===== src/rtl/lc3_intc_pkg.sv =====
`default_nettype none
// ============================================================================
// Module      : lc3_intc_pkg
// Description : Shared types and default constants for the LC-3 multi-channel
//               interrupt controller (controller FSM state encoding, default
//               priority width and vector-table base).
// Config      : none
// Revision    : 1.0 - initial release
// ============================================================================
package lc3_intc_pkg;

    // Controller handshake states.
    typedef enum logic [1:0] {
        IDLE = 2'd0,
        REQ  = 2'd1,
        ACK  = 2'd2
    } intc_state_t;

    // Vector-table base; the per-channel vector is OR-ed into the low bits.
    localparam logic [15:0] INTC_VEC_BASE = 16'h0100;

    // Priority width, matching PSR[10:8].
    localparam int INTC_PRI_W = 3;

endpackage : lc3_intc_pkg
`default_nettype wire


===== src/rtl/lc3_intc_arbiter.sv =====
`default_nettype none
// ============================================================================
// Module      : lc3_intc_arbiter
// Description : Purely combinational priority arbiter. Picks the eligible
//               channel with the highest priority; ties go to the lowest
//               channel index.
// Ports       : eligible_i  - per-channel eligibility vector
//               pri_i       - flattened priorities, channel i at [i*PRI_W +: PRI_W]
//               any_valid_o - at least one channel is eligible
//               win_idx_o   - index of the winning channel
//               win_pri_o   - priority of the winning channel
// Config      : none
// Revision    : 1.0 - initial release
// ============================================================================
module lc3_intc_arbiter #(
    parameter  int NUM_CH = 4,
    parameter  int PRI_W  = 3,
    localparam int CH_W   = (NUM_CH > 1) ? $clog2(NUM_CH) : 1
) (
    input  logic [NUM_CH-1:0]       eligible_i,
    input  logic [NUM_CH*PRI_W-1:0] pri_i,
    output logic                    any_valid_o,
    output logic [CH_W-1:0]         win_idx_o,
    output logic [PRI_W-1:0]        win_pri_o
);

    logic              found;
    logic [CH_W-1:0]   best_idx;
    logic [PRI_W-1:0]  best_pri;

    // Ascending scan with a strict greater-than compare: an equal priority
    // found later never displaces an earlier (lower-index) winner.
    always_comb begin
        found    = 1'b0;
        best_idx = '0;
        best_pri = '0;
        for (int i = 0; i < NUM_CH; i++) begin
            if (eligible_i[i] && (!found || (pri_i[i*PRI_W +: PRI_W] > best_pri))) begin
                found    = 1'b1;
                best_idx = CH_W'(i);
                best_pri = pri_i[i*PRI_W +: PRI_W];
            end
        end
    end

    assign any_valid_o = found;
    assign win_idx_o   = best_idx;
    assign win_pri_o   = best_pri;

endmodule : lc3_intc_arbiter
`default_nettype wire


===== src/rtl/lc3_int_ctrl.sv =====
`default_nettype none
// ============================================================================
// Module      : lc3_int_ctrl
// Description : Multi-channel interrupt controller for the LC-3 core.
//               NUM_CH maskable channels with static per-channel priority and
//               vector. Pending channels above the current PSR priority are
//               arbitrated; the winner is presented to control and held until
//               acknowledged (or until it stops being eligible).
// Ports       : clk, rst_n           - clock, async active-low reset
//               irq                  - per-channel request lines
//               ch_pri / ch_vec      - flattened per-channel priority / vector
//               cur_pri              - current processor priority
//               mask_we / mask_din   - mask register write port (1 = enabled)
//               int_ack              - control accepts presented interrupt
//               int_req/int_pri/int_vec/int_ch - presented request
//               pending / mask       - status readback
// Config      : INTC_LEVEL_MODE_EN - when defined, channels are
//               level-sensitive (pending = irq & mask, nothing latched);
//               otherwise requests are rising-edge latched.
// Revision    : 1.0 - initial release
// ============================================================================
module lc3_int_ctrl
    import lc3_intc_pkg::*;
#(
    parameter  int          NUM_CH   = 4,
    parameter  int          PRI_W    = INTC_PRI_W,
    parameter  int          VEC_W    = 8,
    parameter  logic [15:0] VEC_BASE = INTC_VEC_BASE,
    localparam int          CH_W     = (NUM_CH > 1) ? $clog2(NUM_CH) : 1
) (
    input  logic                    clk,
    input  logic                    rst_n,
    input  logic [NUM_CH-1:0]       irq,
    input  logic [NUM_CH*PRI_W-1:0] ch_pri,
    input  logic [NUM_CH*VEC_W-1:0] ch_vec,
    input  logic [PRI_W-1:0]        cur_pri,
    input  logic                    mask_we,
    input  logic [NUM_CH-1:0]       mask_din,
    input  logic                    int_ack,
    output logic                    int_req,
    output logic [PRI_W-1:0]        int_pri,
    output logic [15:0]             int_vec,
    output logic [CH_W-1:0]         int_ch,
    output logic [NUM_CH-1:0]       pending,
    output logic [NUM_CH-1:0]       mask
);

    intc_state_t        state_q, state_d;
    logic               req_q,   req_d;
    logic [PRI_W-1:0]   pri_q,   pri_d;
    logic [15:0]        vec_q,   vec_d;
    logic [CH_W-1:0]    ch_q,    ch_d;
    logic [NUM_CH-1:0]  mask_q;

    logic [NUM_CH-1:0]  pend;
    logic [NUM_CH-1:0]  eligible;
    logic               any_valid;
    logic [CH_W-1:0]    win_idx;
    logic [PRI_W-1:0]   win_pri;
    logic [VEC_W-1:0]   win_vec;
    logic [15:0]        win_vec_ext;

    // ------------------------------------------------------------------
    // Mask register
    // ------------------------------------------------------------------
    always_ff @(posedge clk or negedge rst_n) begin
        if (!rst_n) begin
            mask_q <= '0;
        end else if (mask_we) begin
            mask_q <= mask_din;
        end
    end

    // ------------------------------------------------------------------
    // Pending sources
    // ------------------------------------------------------------------
`ifdef INTC_LEVEL_MODE_EN
    // Level mode: the source holds irq until serviced; nothing is latched.
    assign pend = irq & mask_q;
`else
    logic [NUM_CH-1:0] irq_q;
    logic [NUM_CH-1:0] pending_q, pending_d;
    logic [NUM_CH-1:0] ack_clr;

    // The new edge is OR-ed in after the clear so that a channel re-edging
    // in its own acknowledge cycle stays pending and re-requests later.
    always_comb begin
        ack_clr = '0;
        if ((state_q == REQ) && int_ack) begin
            ack_clr[ch_q] = 1'b1;
        end
        pending_d = (pending_q & ~ack_clr) | (irq & ~irq_q);
    end

    always_ff @(posedge clk or negedge rst_n) begin
        if (!rst_n) begin
            irq_q     <= '0;
            pending_q <= '0;
        end else begin
            irq_q     <= irq;
            pending_q <= pending_d;
        end
    end

    assign pend = pending_q;
`endif

    // ------------------------------------------------------------------
    // Eligibility and arbitration
    // ------------------------------------------------------------------
    for (genvar i = 0; i < NUM_CH; i++) begin : g_elig
        assign eligible[i] = pend[i] & mask_q[i] & (ch_pri[i*PRI_W +: PRI_W] > cur_pri);
    end

    lc3_intc_arbiter #(
        .NUM_CH (NUM_CH),
        .PRI_W  (PRI_W)
    ) u_arbiter (
        .eligible_i  (eligible),
        .pri_i       (ch_pri),
        .any_valid_o (any_valid),
        .win_idx_o   (win_idx),
        .win_pri_o   (win_pri)
    );

    assign win_vec = ch_vec[win_idx*VEC_W +: VEC_W];

    // Bits above VEC_W come only from VEC_BASE.
    always_comb begin
        win_vec_ext              = '0;
        win_vec_ext[VEC_W-1:0]   = win_vec;
    end

    // ------------------------------------------------------------------
    // Request FSM. Output fields are zeroed whenever int_req is dropped so
    // they read 0 outside a presented request.
    // ------------------------------------------------------------------
    always_comb begin
        state_d = state_q;
        req_d   = req_q;
        pri_d   = pri_q;
        vec_d   = vec_q;
        ch_d    = ch_q;
        case (state_q)
            IDLE: begin
                if (any_valid) begin
                    state_d = REQ;
                    req_d   = 1'b1;
                    pri_d   = win_pri;
                    vec_d   = VEC_BASE | win_vec_ext;
                    ch_d    = win_idx;
                end
            end
            REQ: begin
                // Presented request is frozen: no pre-emption while waiting.
                if (int_ack) begin
                    state_d = ACK;
                    req_d   = 1'b0;
                    pri_d   = '0;
                    vec_d   = '0;
                    ch_d    = '0;
                end else if (!eligible[ch_q]) begin
                    state_d = IDLE;
                    req_d   = 1'b0;
                    pri_d   = '0;
                    vec_d   = '0;
                    ch_d    = '0;
                end
            end
            ACK: begin
                // One guaranteed low cycle of int_req between requests.
                state_d = IDLE;
            end
            default: begin
                state_d = IDLE;
                req_d   = 1'b0;
                pri_d   = '0;
                vec_d   = '0;
                ch_d    = '0;
            end
        endcase
    end

    always_ff @(posedge clk or negedge rst_n) begin
        if (!rst_n) begin
            state_q <= IDLE;
            req_q   <= 1'b0;
            pri_q   <= '0;
            vec_q   <= '0;
            ch_q    <= '0;
        end else begin
            state_q <= state_d;
            req_q   <= req_d;
            pri_q   <= pri_d;
            vec_q   <= vec_d;
            ch_q    <= ch_d;
        end
    end

    assign int_req = req_q;
    assign int_pri = pri_q;
    assign int_vec = vec_q;
    assign int_ch  = ch_q;
    assign pending = pend;
    assign mask    = mask_q;

endmodule : lc3_int_ctrl
`default_nettype wire


===== config.mk =====
export PLATFORM = sky130hd
export DESIGN_NAME = lc3_int_ctrl
export DESIGN_NICKNAME = d
export VERILOG_FILES = /design/src/rtl/lc3_intc_pkg.sv /design/src/rtl/lc3_intc_arbiter.sv /design/src/rtl/lc3_int_ctrl.sv
export SDC_FILE = /design/constraint.sdc
export NUM_CORES = 1
export LEC_CHECK = 0
export CORE_MARGIN = 2
export CORE_UTILIZATION = 55
export DETAILED_ROUTE_END_ITERATION = 7
export DONT_BUFFER_PORTS = 1
export GPL_ROUTABILITY_DRIVEN = 0
export PLACE_DENSITY_LB_ADDON = 0.1
export REMOVE_ABC_BUFFERS = 1
export SYNTH_ARGS = -nofsm -noshare
export SYNTH_HDL_FRONTEND = slang
export SYNTH_SLANG_ARGS = --single-unit

===== constraint.sdc =====
create_clock -name clk -period 10.8 [get_ports clk]
set_input_delay 2.16 -clock clk [delete_from_list [all_inputs] [get_ports clk]]
set_output_delay 2.16 -clock clk [all_outputs]
set_load 0.05 [all_outputs]

Word-level counts from Yosys, hierarchy flattened

Cells that the tools add are included.

Register bits after elaboration: 36
Word-level logic and storage cells: 85

$lt $le $gt $ge: 9
Equality and inequality tests: 4
Shift-type cells: 1
Muxes and demuxes: 35
Bitwise gates (word level): 14
Reductions and logical operators: 14

Operators by type and width:

| cell               | number |
|---|---|
| $mux 16            | 3 |
| $pmux 16 s3        | 1 |
| $shiftx 32x6->8    | 1 |
| $gt 3x3->1         | 7 |
| $mux 3             | 7 |
| $mux 2             | 7 |
| $mux 1             | 10 |
| $pmux 3 s3         | 1 |
| $and 1x1->1        | 8 |
| $and 4x4->4        | 2 |
| $not 4->4          | 2 |
| $pmux 2 s3         | 1 |
| $logic_and 1x1->1  | 5 |
| $mux 4             | 1 |
| $or 4x4->4         | 1 |
| $pmux 2 s2         | 1 |
| $logic_not 1->1    | 3 |
| $logic_or 1x1->1   | 3 |
| $lt 2x3->1 const B | 1 |
| $ne 3x3->1 const B | 1 |
| $pmux 1 s3         | 1 |
| $reduce_and 3->1   | 1 |
| $bmux 1 s2         | 1 |
| $demux 1 s2        | 1 |
| 7 further kinds    | 7 |

Logic depth before layout (Yosys ltp)

Word-level depth: 18
Mapped depth: 28
Mapped depth without buffers: 26

Modules after synthesis

Synthesis repeated with hierarchy kept, for this count alone.

Cell total of the unflattened synthesis: 215
Area total of the unflattened synthesis: 2200.9 µm²

Modules (own cells, without submodules):

| module           | instances | cells an instance | area an instance (µm²) | sequential area each (µm²) |
|---|---|---|---|---|
| lc3_int_ctrl     | 1         | 160               | 1783.0                 | 700.7 |
| lc3_intc_arbiter | 1         | 55                | 417.9                  | 0.0 |

Worst setup path before layout

OpenSTA, ideal clock, no wires.

Path type: input port to flip-flop
From: in cur_pri[1]
To: reg vec_q[1] (netlist: int_vec[1])
Library setup time: 126 ps
Arrival: 7098 ps
Data required time: 10674 ps
Path slack: 3576 ps
Stages on the path: 28
Cells stage by stage: inv_1 > ha_1 > nor2b_1 > o311ai_2 > nor2_1 > nand2_1 > ha_1 > nor2b_1 > o21a_1 > o21ai_1 > a21oi_1 > clkbuf_1 > a22oi_1 > ha_1 > nor2b_1 > o21ai_0 > a32oi_1 > o21ai_1 > nor2_1 > a21o_1 > ha_1 > a21o_1 > a21oi_1 > a311oi_1 > or2_1 > clkbuf_1 > o2bb2ai_1 > a221o_1

Cells in the longest elaborated chain, start to end: 18
Elaborated cells on any way between the ends: 38
Those cells by class: order compare: 7; eq/ne: 2; shift: 1; mux: 14; bitwise: 4; reduce/logical: 10

Ends and longest elaborated chain:

| item                                                 | line                   | source |
|---|---|---|
| from (decl)                                          | lc3_int_ctrl.sv:36     | `input logic [PRI_W-1:0] cur_pri,` |
| $gt 3x3->1                                           | lc3_int_ctrl.sv:112    | `assign eligible[i] = pend[i] & mask_q[i] & (ch_pri[i*PRI_W +: PRI_W] > cur_pri);` |
| $and 1x1->1                                          | lc3_int_ctrl.sv:112    |  |
| $mux 3 / $mux 1 (equally long branches)              | lc3_intc_arbiter.sv:38 | `if (eligible_i[i] && (!found \|\| (pri_i[i*PRI_W +: PRI_W] > best_pri))) begin` |
| $gt 3x3->1 / $logic_not 1->1 (equally long branches) | lc3_intc_arbiter.sv:38 |  |
| $logic_or 1x1->1                                     | lc3_intc_arbiter.sv:38 |  |
| $logic_and 1x1->1                                    | lc3_intc_arbiter.sv:38 |  |
| $mux 3 / $mux 1 (equally long branches)              | lc3_intc_arbiter.sv:38 |  |
| $gt 3x3->1 / $logic_not 1->1 (equally long branches) | lc3_intc_arbiter.sv:38 |  |
| [... 2 more ...]                                     | --                     |  |
| $mux 3 / $mux 1 (equally long branches)              | lc3_intc_arbiter.sv:38 |  |
| $gt 3x3->1 / $logic_not 1->1 (equally long branches) | lc3_intc_arbiter.sv:38 |  |
| $logic_or 1x1->1                                     | lc3_intc_arbiter.sv:38 |  |
| $logic_and 1x1->1                                    | lc3_intc_arbiter.sv:38 |  |
| $mux 2                                               | lc3_intc_arbiter.sv:38 |  |
| $shiftx 32x6->8                                      | lc3_int_ctrl.sv:126    | `assign win_vec = ch_vec[win_idx*VEC_W +: VEC_W];` |
| $mux 16                                              | lc3_int_ctrl.sv:146    | `if (any_valid) begin` |
| $pmux 16 s3                                          | lc3_int_ctrl.sv:144    | `case (state_q)` |
| to (signal assigned)                                 | lc3_int_ctrl.sv:195    | `vec_q <= vec_d;` |
| to (decl)                                            | lc3_int_ctrl.sv:51     | `logic [15:0] vec_q, vec_d;` |

Parallel ways exist; a longest one is shown, timed or not. The select of a mux whose other input is x is not followed.
A chain may end at the register's enable or synchronous reset.

Worst setup path in the final report

From: in cur_pri[1]
To: reg vec_q[7] (netlist: int_vec[7])

Same word-level chain as after synthesis.

==> run summary <==
The peak supply drop came out at between 150 and 200 uV. The detail route stage leaves a number of antenna-violating nets equal to 0. The adder and majority gate portion of the synthesized area came out at 0.1295. The worst endpoint required time came out at 10.96 ns.

Among all flip-flop cells after synthesis, the most frequent one is sky130_fd_sc_hd__dfrtp_1. The floorplan step set the die width to 64.75 um. The wire length after detailed routing came out at approximately 5000 um. The aggregate global routing overflow came out at 0. Of the post-synthesis cell area, the dominant cell type holds 0.3453. The area share of xor/xnor cells in the synthesized design came out at 0. In this run, distinct cell masters in the synthesized netlist total 47. The maximum fanout count along the critical path came out at 12.

The run finished with clean final reports. Summing every instance area after synthesis gives 2029 um^2. The post-cts resize count came out at 0. In the post-synthesis netlist, the biggest area contributors are sky130_fd_sc_hd__dfrtp_1, sky130_fd_sc_hd__ha_1, sky130_fd_sc_hd__a221o_1. The via count of the first global-routing pass came out at between 1500 and 2000.

The total net switching power is 257.8 uW. Dividing the detail-routed wire length by the instance count gives 19.94 um. The number of flops mapped to enable cells by yosys is 0. The design area came out at 2092 um^2.

The sum of net half-perimeters after detailed placement is 3934 um. The starting DRC count in detailed routing came out at 118. The detailed-route DRC error count is 0.

The number of buffer cells added on primary ports came out at 0. The initial antenna violation count came out at 0. The part of the power in combinational logic is 0.318. The synthesized-area fraction occupied by and/or/nand/nor cells is 0.1486.

The largest stage delay on the critical path is slightly below 0.9 ns. The worst setup path is of the primary input to flop kind. For this run, the number of Yosys warnings is 0.

The part of the cycle the worst path needs came out at 0.7607. The compound-gate portion of the synthesized area is 0.2596. Of all flip-flops after synthesis, the portion carrying an async set or reset was 1.000. The setup fix buffers added after clock tree synthesis came out at 0. Counting the buffers created by CTS gives 3. The net switching share of the total power is 0.5028. The clock-pin slew on the worst setup and hold paths came out at roughly 0.10 ns. Based on the critical path, the design can be clocked at up to about 120 MHz. The mean instance size in the synthesized netlist is around 9.7 um^2. The top cell types in the final layout, fill and taps aside, are sky130_fd_sc_hd__dfrtp_1, sky130_fd_sc_hd__ha_1, sky130_fd_sc_hd__nor2_1. The floorplan row count came out at 22. Hold repair after CTS inserted 0 buffers. The worst setup path is captured at a flop.

The core region is 3606 um^2. The worst slew slack as a fraction of its limit came out at 0.2168. The critical path arrival is ~8.4 ns. The internal portion of the total power is 255.0 uW. The flip-flop and latch count after synthesis came out at 28. From synthesis to final layout, the design area changed by 3.083%. The share of total power dissipated in sequential elements is 0.521.

The kind of start point of the critical path is a primary input. The first TritonRoute pass finished after 5 iterations. The transition time of the tightest slew-check pin came out at 1.175 ns. The number of filler instances in the final layout is 328.

Measured along the y axis, the die boundary spans about 65 um. The diode insertion count for antenna repair came out at 0. The clock network fraction of design power is 0.161.

The worst hold path belongs to the class flop to flop. The pin count of the biggest net entering global routing came out at 29. The total routing resource utilization after global routing came out at 0.2481.

The clock reaches the later pin of the worst-skew pair after 0.27 ns. The power density over the cells is ~250 nW/um^2. The worst path needs 8.216 ns of the cycle, external delays included. The I/O pin count came out at 89. The final sum of negative setup slack is 0 ns. Max-cap violations in this run came to 0. Setup repair after global routing left no endpoint under its margin. The cell area after placement is 2021 um^2.

The total count of hold-check failures in the final report is 0. The floorplan die area is 4192 um^2. The initial core utilization is 0.5628. The portion of synthesized area spent on multiplexers is 0.03884.

The maximum number of buffers from clock root to sink is 2. The sum of internal, switching and leakage power came out at 512.8 uW. The most area-hungry cell type in the Yosys netlist is sky130_fd_sc_hd__dfrtp_1. In this run the number of H-tree levels came out at 1. The cell repeated most along the worst path is sky130_fd_sc_hd__ha_1. The detailed-route vias per instance is 6.482.

For this design the static power due to leakage is 0.0009327 uW. The TritonCTS sink count is 28. Setup violations remaining at the end of the flow were counted as 0.

The clock tree skew after final layout is 0.001313 ns. Synthesis produced 209 cells. In this run the clock root is driven by a sky130_fd_sc_hd__clkbuf_8. Leaving out fill and tap cells, the most frequent cell in the layout is sky130_fd_sc_hd__dfrtp_1. The register area share after synthesis is 0.3453. The first global-routing pass estimated slightly above 8000 um of wire. The highest-delay cell along the critical path is sky130_fd_sc_hd__a21oi_1. The max-slew violation count is 0.

The total number of nets in the final design came out at 286. The overall via count from detail_route is 1640. The fraction of layout cells with a size suffix above 1 is 0.09268. After synthesis, the largest family of logic cells by area is compound AO/OA/AOI/OAI gates. TritonCTS built the clock tree.
per-layer routing:
layer | track usage | vias up | wire (um)
met2 | 0.4124 | 85 | 2473
met4 | 0.08511 | 0 | 54
met5 | 0 | - | 0
met1 | 0.3292 | 791 | 2086
met3 | 0.03819 | 6 | 432
li1 | - | 758 | -
final cells by class:
type,instances,area (um^2),area share
inverter,15,56.30,0.02691
clock buffer,3,41.29,0.01974
clock inverter,1,30.03,0.01435
tap,48,60.06,0.02871
sequential,28,700.7,0.3349
multi-input combinational,157,1196,0.5718
timing repair buffer,1,7.507,0.003589
power by group through the flow:
stage          logic (uW)  clock network [uW]  registers, uW
2_1_floorplan         126                   0            260
5_1_grt               181                88.1            271
3_5_place_dp          162                   0            270
3_3_place_gp          153                   0            270
4_1_cts               162                84.4            268
6_report              163                82.3            267
cells by family (layout without fill, tap and decap cells):
family / after synthesis / after routing
flip-flops: 28 / 28
adder cells (fa/ha/maj): 21 / 21
buffers and inverters: 30 / 20
other: 1 / 7
AO/OA/AOI/OAI: 67 / 67
AND/OR/NAND/NOR: 56 / 56
multiplexers: 6 / 6
per-stage QoR:
| stage | setup WS [ns] | hold slack [ns] | util | std cells |
|---|---|---|---|---|
| after floorplan | 3.559 | 0.3996 | - | 200 |
| after global placement | 2.940 | 0.4017 | 0.5604 | 249 |
| after detailed placement | 2.488 | 0.4125 | 0.5604 | 249 |
| after CTS | 2.752 | 0.4263 | 0.5802 | 253 |
| after global routing | 2.165 | 0.4375 | 0.5802 | 253 |
| final | 2.584 | 0.4196 | 0.5802 | 253 |
synth_stat cells, drive strengths merged (3+ instances only):
cell,number
dfrtp,28
ha,21
nor2,16
inv,15
o21ai,15
buf,13
nand2,10
o22a,9
a221o,8
and2,8
o2bb2ai,8
nor2b,6
mux2,5
a21o,4
or2,4
a32oi,3
nand3,3
critical path, delay by kind of cell:
family                   cells  cell delay [ns]
multiplexers                 1             0.42
AND/OR/NAND/NOR              7             1.35
buffers and inverters        2             0.12
AO/OA/AOI/OAI               12             3.17
adder cells (fa/ha/maj)      4             1.16
final timing paths:
kind	start	to	slack, ns	cells after the start
min	irq_q[1]$_DFF_PN0_	pending[1]$_DFF_PN0_	0.42	1
max	cur_pri[1]	int_vec[7]$_DFFE_PN0P_	2.58	26
min reg2reg	irq_q[1]$_DFF_PN0_	pending[1]$_DFF_PN0_	0.42	1
min in group asynchronous	rst_n	irq_q[1]$_DFF_PN0_	1.57	0
max in group asynchronous	rst_n	int_pri[1]$_DFFE_PN0P_	9.15	0
max reg2reg	pending[0]$_DFF_PN0_	int_vec[7]$_DFFE_PN0P_	4.17	23
flip-flops by register name, indices dropped and copies added (netlist names):
register / count
irq_q: 4
mask: 4
int_ch: 2
state_q: 2
int_vec: 9
int_pri: 3
pending: 4
(Power assumes the default switching activity.)
==> patch 1 (config.mk and constraints unchanged) <==
Make the reset (`rst_n`) synchronous in 3 clocked blocks. Comments in the files are not updated.
--- a/src/rtl/lc3_int_ctrl.sv
+++ b/src/rtl/lc3_int_ctrl.sv
@@ -64,5 +64,5 @@
     // Mask register
     // ------------------------------------------------------------------
-    always_ff @(posedge clk or negedge rst_n) begin
+    always_ff @(posedge clk) begin
         if (!rst_n) begin
             mask_q <= '0;
@@ -93,5 +93,5 @@
     end
 
-    always_ff @(posedge clk or negedge rst_n) begin
+    always_ff @(posedge clk) begin
         if (!rst_n) begin
             irq_q     <= '0;
@@ -182,5 +182,5 @@
     end
 
-    always_ff @(posedge clk or negedge rst_n) begin
+    always_ff @(posedge clk) begin
         if (!rst_n) begin
             state_q <= IDLE;
Behaviour: differs if rst_n is asserted again (counterexample within 4 cycles, from zero or initial values and one cycle with rst_n low); with rst_n held inactive, the same outputs for 10 cycles.
==> patch 1 against the unedited design <==
Setup slack better by 0.015 ns; via count down 0.67%; critical endpoint is now int_vec[2]; cell count up 7.9%; area after synthesis up 3.3%; cell area up 1.1%; non-clock buffer count down 1; utilization down 0.26 points; global-route usage down 4.2 points; sequential cell count unchanged; routed wire length down 8.9%; critical path depth unchanged; count of clock-buffer cells in the layout up 1.
Power is not compared: it rests on default switching activity, and its combinational part moved more than twofold at a synthesized area within 25%.
==> patch 1: results (changes against the unedited design) <==
Peak VDD IR about 0.076 mV; Seq/Total Area, Yosys 26.7% (was 34.5%); max reg flops 9 (unchanged); H-tree Lvls 1 (unchanged); area of placed instances 0.00206 mm² (was 0.00202 mm²); Reg2Reg Setup Slack 4.17 ns (about the same); # resized after CTS 0 (unchanged); Pre-antenna DRT Iters 4 (was 5); worst-case reg-to-reg path depth 23 (unchanged); R2R Path Start pending[0] (unchanged); placed insts 269 (was 249); Worst Hold Class register to register (unchanged); largest cells by area after synthesis dfxtp_1, ha_1, o221ai_2 (was dfrtp_1, ha_1, a221o_1); CTS root buf clkbuf_8 (unchanged); clock-pin slew on the worst setup and hold paths approximately 0.090 ns; Clock Tree Buf Depth 2 (unchanged); GR Util All Layers 20.6% (was 24.8%); Crit. End Element register (unchanged); CP max FO 13 (was 12); Ys Warns 0 (unchanged); slew at the pin closest to its max-slew limit 1.37 ns (was 1.17 ns); DR iter-0 viols 74 (was 118); initial antenna violation count 0 (unchanged); first-pass GRT wire length 7.05 mm (was 8.08 mm); P_leak between 0.7 and 0.8 nW; hpwl dp 3.74 mm (was 3.93 mm); synth unique cells 52 (was 47); Post-CTS Setup Bufs 0 (unchanged); vias post-DR 1629 (was 1640); # nets final 306 (was 286); ys async rst share 0% (was 100%); Clk Latency, worst-skew pair 0.27 ns (about the same); CP Launch Point cur_pri[1] (unchanged); Fin Clk Skew 0.00342 ns (was 0.00131 ns); layout cells sized above 1 13.3% (was 9.27%); Post-Syn Area per Cell 9.03 µm² (was 9.71 µm²); status completed (unchanged); CTS buffer count 3 (unchanged); IO buf count 0 (unchanged); slowest stage delay, CP 1.06 ns (was 0.88 ns); vias per inst 5.97 (was 6.48); vias in the first global route 1535 (was 1682); Worst EP arrival 8.39 ns (was 8.38 ns); WL per Instance 16.8 µm (was 19.9 µm); n_diodes 0 (unchanged); Worst path slowest cell a211oi_1 (was a21oi_1); R2R Path End int_vec[2] (was int_vec[7]); filler instances 342 (was 328); pin count of the biggest net entering global routing 22 (was 29); delay-heaviest family, CP compound AO/OA/AOI/OAI gates (unchanged); top cells by count, synth dfxtp_1, inv_1, ha_1, mux2i_1, nand2_1 (was dfrtp_1, ha_1, nor2_1, inv_1, nand2_1)
## patch 1: stage by stage
stage | util [%] | setup WS, ns
floorplan | - | 3.45
global placement | 56.3 | 2.84
detailed placement | 56.3 | 2.33
CTS | 57.8 | 2.59
global route | 57.8 | 2.11
finish | 57.8 | 2.60
## patch 1: kinds of logic (layout without fill, tap and decap cells)
family                     after synthesis  count (layout)  synth area share, %
AOI/OAI and AO/OA                       63              63                 26.6
and+or+nand+nor                         63              63                 16.7
buffers and inverters                   41              28                 9.97
DFF                                     28              28                 26.7
adders and majority gates               21              21                 12.5
muxes                                   15              15                 7.28
other                                    1               7                0.179
## patch 1: final cells by class
| class | instances | share of cell area [%] |
|---|---|---|
| inverter | 24 | 4.26 |
| sequential | 28 | 26.5 |
| tap | 48 | 2.84 |
| multi-input combinational | 169 | 63.8 |
| clock buffer | 4 | 2.60 |
## patch 1: power by group
| group | total (W) | switching, W | leakage (nW) | internal [W] |
|---|---|---|---|---|
| clock network | 0.0000633 | 0.0000307 | 0.0288 | 0.0000326 |
| logic | 0.0000400 | 0.0000240 | 0.541 | 0.0000161 |
| registers | 0.000129 | 0.0000205 | 0.229 | 0.000108 |
| total | 0.000232 | 0.0000751 | 0.799 | 0.000157 |
## patch 1: layer usage
metal  vias to the layer above  track usage [%]  wire [µm]
met2                        41             34.5       2300
li1                        815                -          -
met3                         2             5.14        293
met4                         0             4.43         23
met5                         -                0          0
met1                       771             26.8       1980
## patch 1: worst min path at each step
stage	from	end	slack, ns	cells after the start
after detailed placement	irq_q[1]	pending[1]	0.49	2
after global placement	irq_q[1]	pending[1]	0.48	2
after CTS	irq_q[1]	pending[1]	0.50	2
final	irq_q[0]	pending[0]	0.50	2
after global routing	irq_q[1]	pending[1]	0.52	2
after floorplan	irq_q[0]	pending[0]	0.47	2
==> patch 2 (same flow settings) <==
Made on the original files. `NUM_CH` is set to 4 in 2 places; all go to 16.
--- a/src/rtl/lc3_intc_arbiter.sv
+++ b/src/rtl/lc3_intc_arbiter.sv
@@ -14,5 +14,5 @@
 // ============================================================================
 module lc3_intc_arbiter #(
-    parameter  int NUM_CH = 4,
+    parameter  int NUM_CH = 16,
     parameter  int PRI_W  = 3,
     localparam int CH_W   = (NUM_CH > 1) ? $clog2(NUM_CH) : 1
--- a/src/rtl/lc3_int_ctrl.sv
+++ b/src/rtl/lc3_int_ctrl.sv
@@ -23,5 +23,5 @@
     import lc3_intc_pkg::*;
 #(
-    parameter  int          NUM_CH   = 4,
+    parameter  int          NUM_CH   = 16,
     parameter  int          PRI_W    = INTC_PRI_W,
     parameter  int          VEC_W    = 8,
Interface: changed (7 resized); port bits go from 89 to 271. No check against the original RTL was run, so the function may have changed too.
==> patch 2 against the unedited design <==
The run now ends with setup timing left; utilization rose by 29 points; routed wire length rose to 7.2 times the old value; combinational power rose to 17 times the old value; critical path depth rose by 98; cell area rose to 5.3 times the old value; setup slack got worse by 15 ns; sequential cell count rose by 38; fmax fell by 64%; sequential power rose by 73%; area after synthesis rose to 3.6 times the old value; clock skew rose by 0.013 ns; synthesized cell count rose to 4.0 times the old value; total power rose to 7.0 times the old value; largest power group is now combinational logic.
==> patch 2: results (changes against the unedited design) <==
CTS buffer count 9 (was 3); Fin Clk Skew 0.0140 ns (was 0.00131 ns); Peak VDD IR 0.162 mV (was 0.182 mV); Worst EP arrival 23.05 ns (was 8.38 ns); hold_sp irq_q[2] (was irq_q[1]); filler instances 645 (was 328); R2R Path End int_vec[5] (was int_vec[7]); P_leak 4.96 nW (was 0.933 nW); pin count of the biggest net entering global routing 67 (was 29); H-tree Lvls 3 (was 1); non-filler instance count after layout 1300 (was 253); pre-CTS setup slack -12.56 ns (was 2.49 ns); mux contribution to synthesized area 7.13% (was 3.88%); DR iter-0 viols 1134 (was 118); setup violators final 15 (was 0); area of placed instances 0.00862 mm² (was 0.00202 mm²); slowest stage delay, CP 0.38 ns (was 0.88 ns); Total Wirelength 36.2 mm (was 5.05 mm); Clk. pwr 0.000359 W (was 0.0000823 W); top cells by count, synth ha_1, inv_1, dfrtp_1, o21ai_0, a21oi_1 (was dfrtp_1, ha_1, nor2_1, inv_1, nand2_1); worst setup margin -12.02 ns (was 2.58 ns); CTS root buf clkbuf_16 (was clkbuf_8); Post-Syn Instances 833 (was 209); failing checks setup timing; status finished with violations (was completed); synth unique cells 84 (was 47); combinational power share 77.1% (was 31.8%); # nets final 1422 (was 286); Worst path slowest cell a211oi_1 (was a21oi_1); Adder-Cell Fraction of Synth Area 15.4% (was 12.9%); compound-gate portion of the synthesized area 34.9% (was 26.0%); initial antenna violation count 3 (was 0)
patch 2: changes by cell type in the layout (fill, tap and decap cells not counted), moves of 23 or more:
cell | before | now
o21ai_0 | 9 | 51
inv_1 | 15 | 69
o211ai_1 | 0 | 40
a21oi_2 | 0 | 23
buf_4 | 1 | 283
ha_1 | 21 | 63
o21a_1 | 2 | 32
dfrtp_1 | 28 | 66
nand3_1 | 3 | 31
patch 2: timing repair:
item,4_1_cts,5_1_grt
gates cloned,2,0
resized for setup,137,99
pin swaps,85,87
setup endpoints to repair,15,15
buffers inserted,106,27
patch 2: worst max path at each step:
stage / endpoint / slack, ns
after floorplan: int_vec[0] / -14.43
after global placement: int_vec[2] / -11.29
after detailed placement: int_vec[2] / -12.56
after CTS: int_vec[1] / -10.55
after global routing: int_vec[5] / -12.65
final: int_vec[5] / -12.02
patch 2: through the flow:
stage	TNS (ns)	hold WS, ns
CTS	-155.30	0.414
global placement	-164.61	0.403
finish	-176.61	0.414
floorplan	-205.20	0.400
global route	-186.20	0.431
detailed placement	-184.36	0.409
patch 2: cell type report:
type                            instances  area share, %
Clock buffer                            9           2.04
Multi-Input combinational cell        661           55.4
Timing Repair Buffer                  306           21.7
Tap cell                              172           1.95
Sequential cell                        66           15.0
Inverter                               76           2.67
Clock inverter                          7           1.13
Antenna cell                            3         0.0681
patch 2: layer usage:
metal,track usage [%],wire [µm],up-vias
met2,72.2,16000,995
met3,12.3,4930,382
met1,47.4,11600,4361
met4,31.0,3630,2
met5,0,31,-
li1,-,-,3770
patch 2: worst max-delay path: cells and delay by family:
family | cells | cell delay (ns)
adder cells (fa/ha/maj) | 18 | 4.53
AND/OR/NAND/NOR | 25 | 3.46
multiplexers | 2 | 0.67
buffers and inverters | 13 | 1.45
AO/OA/AOI/OAI | 66 | 10.68
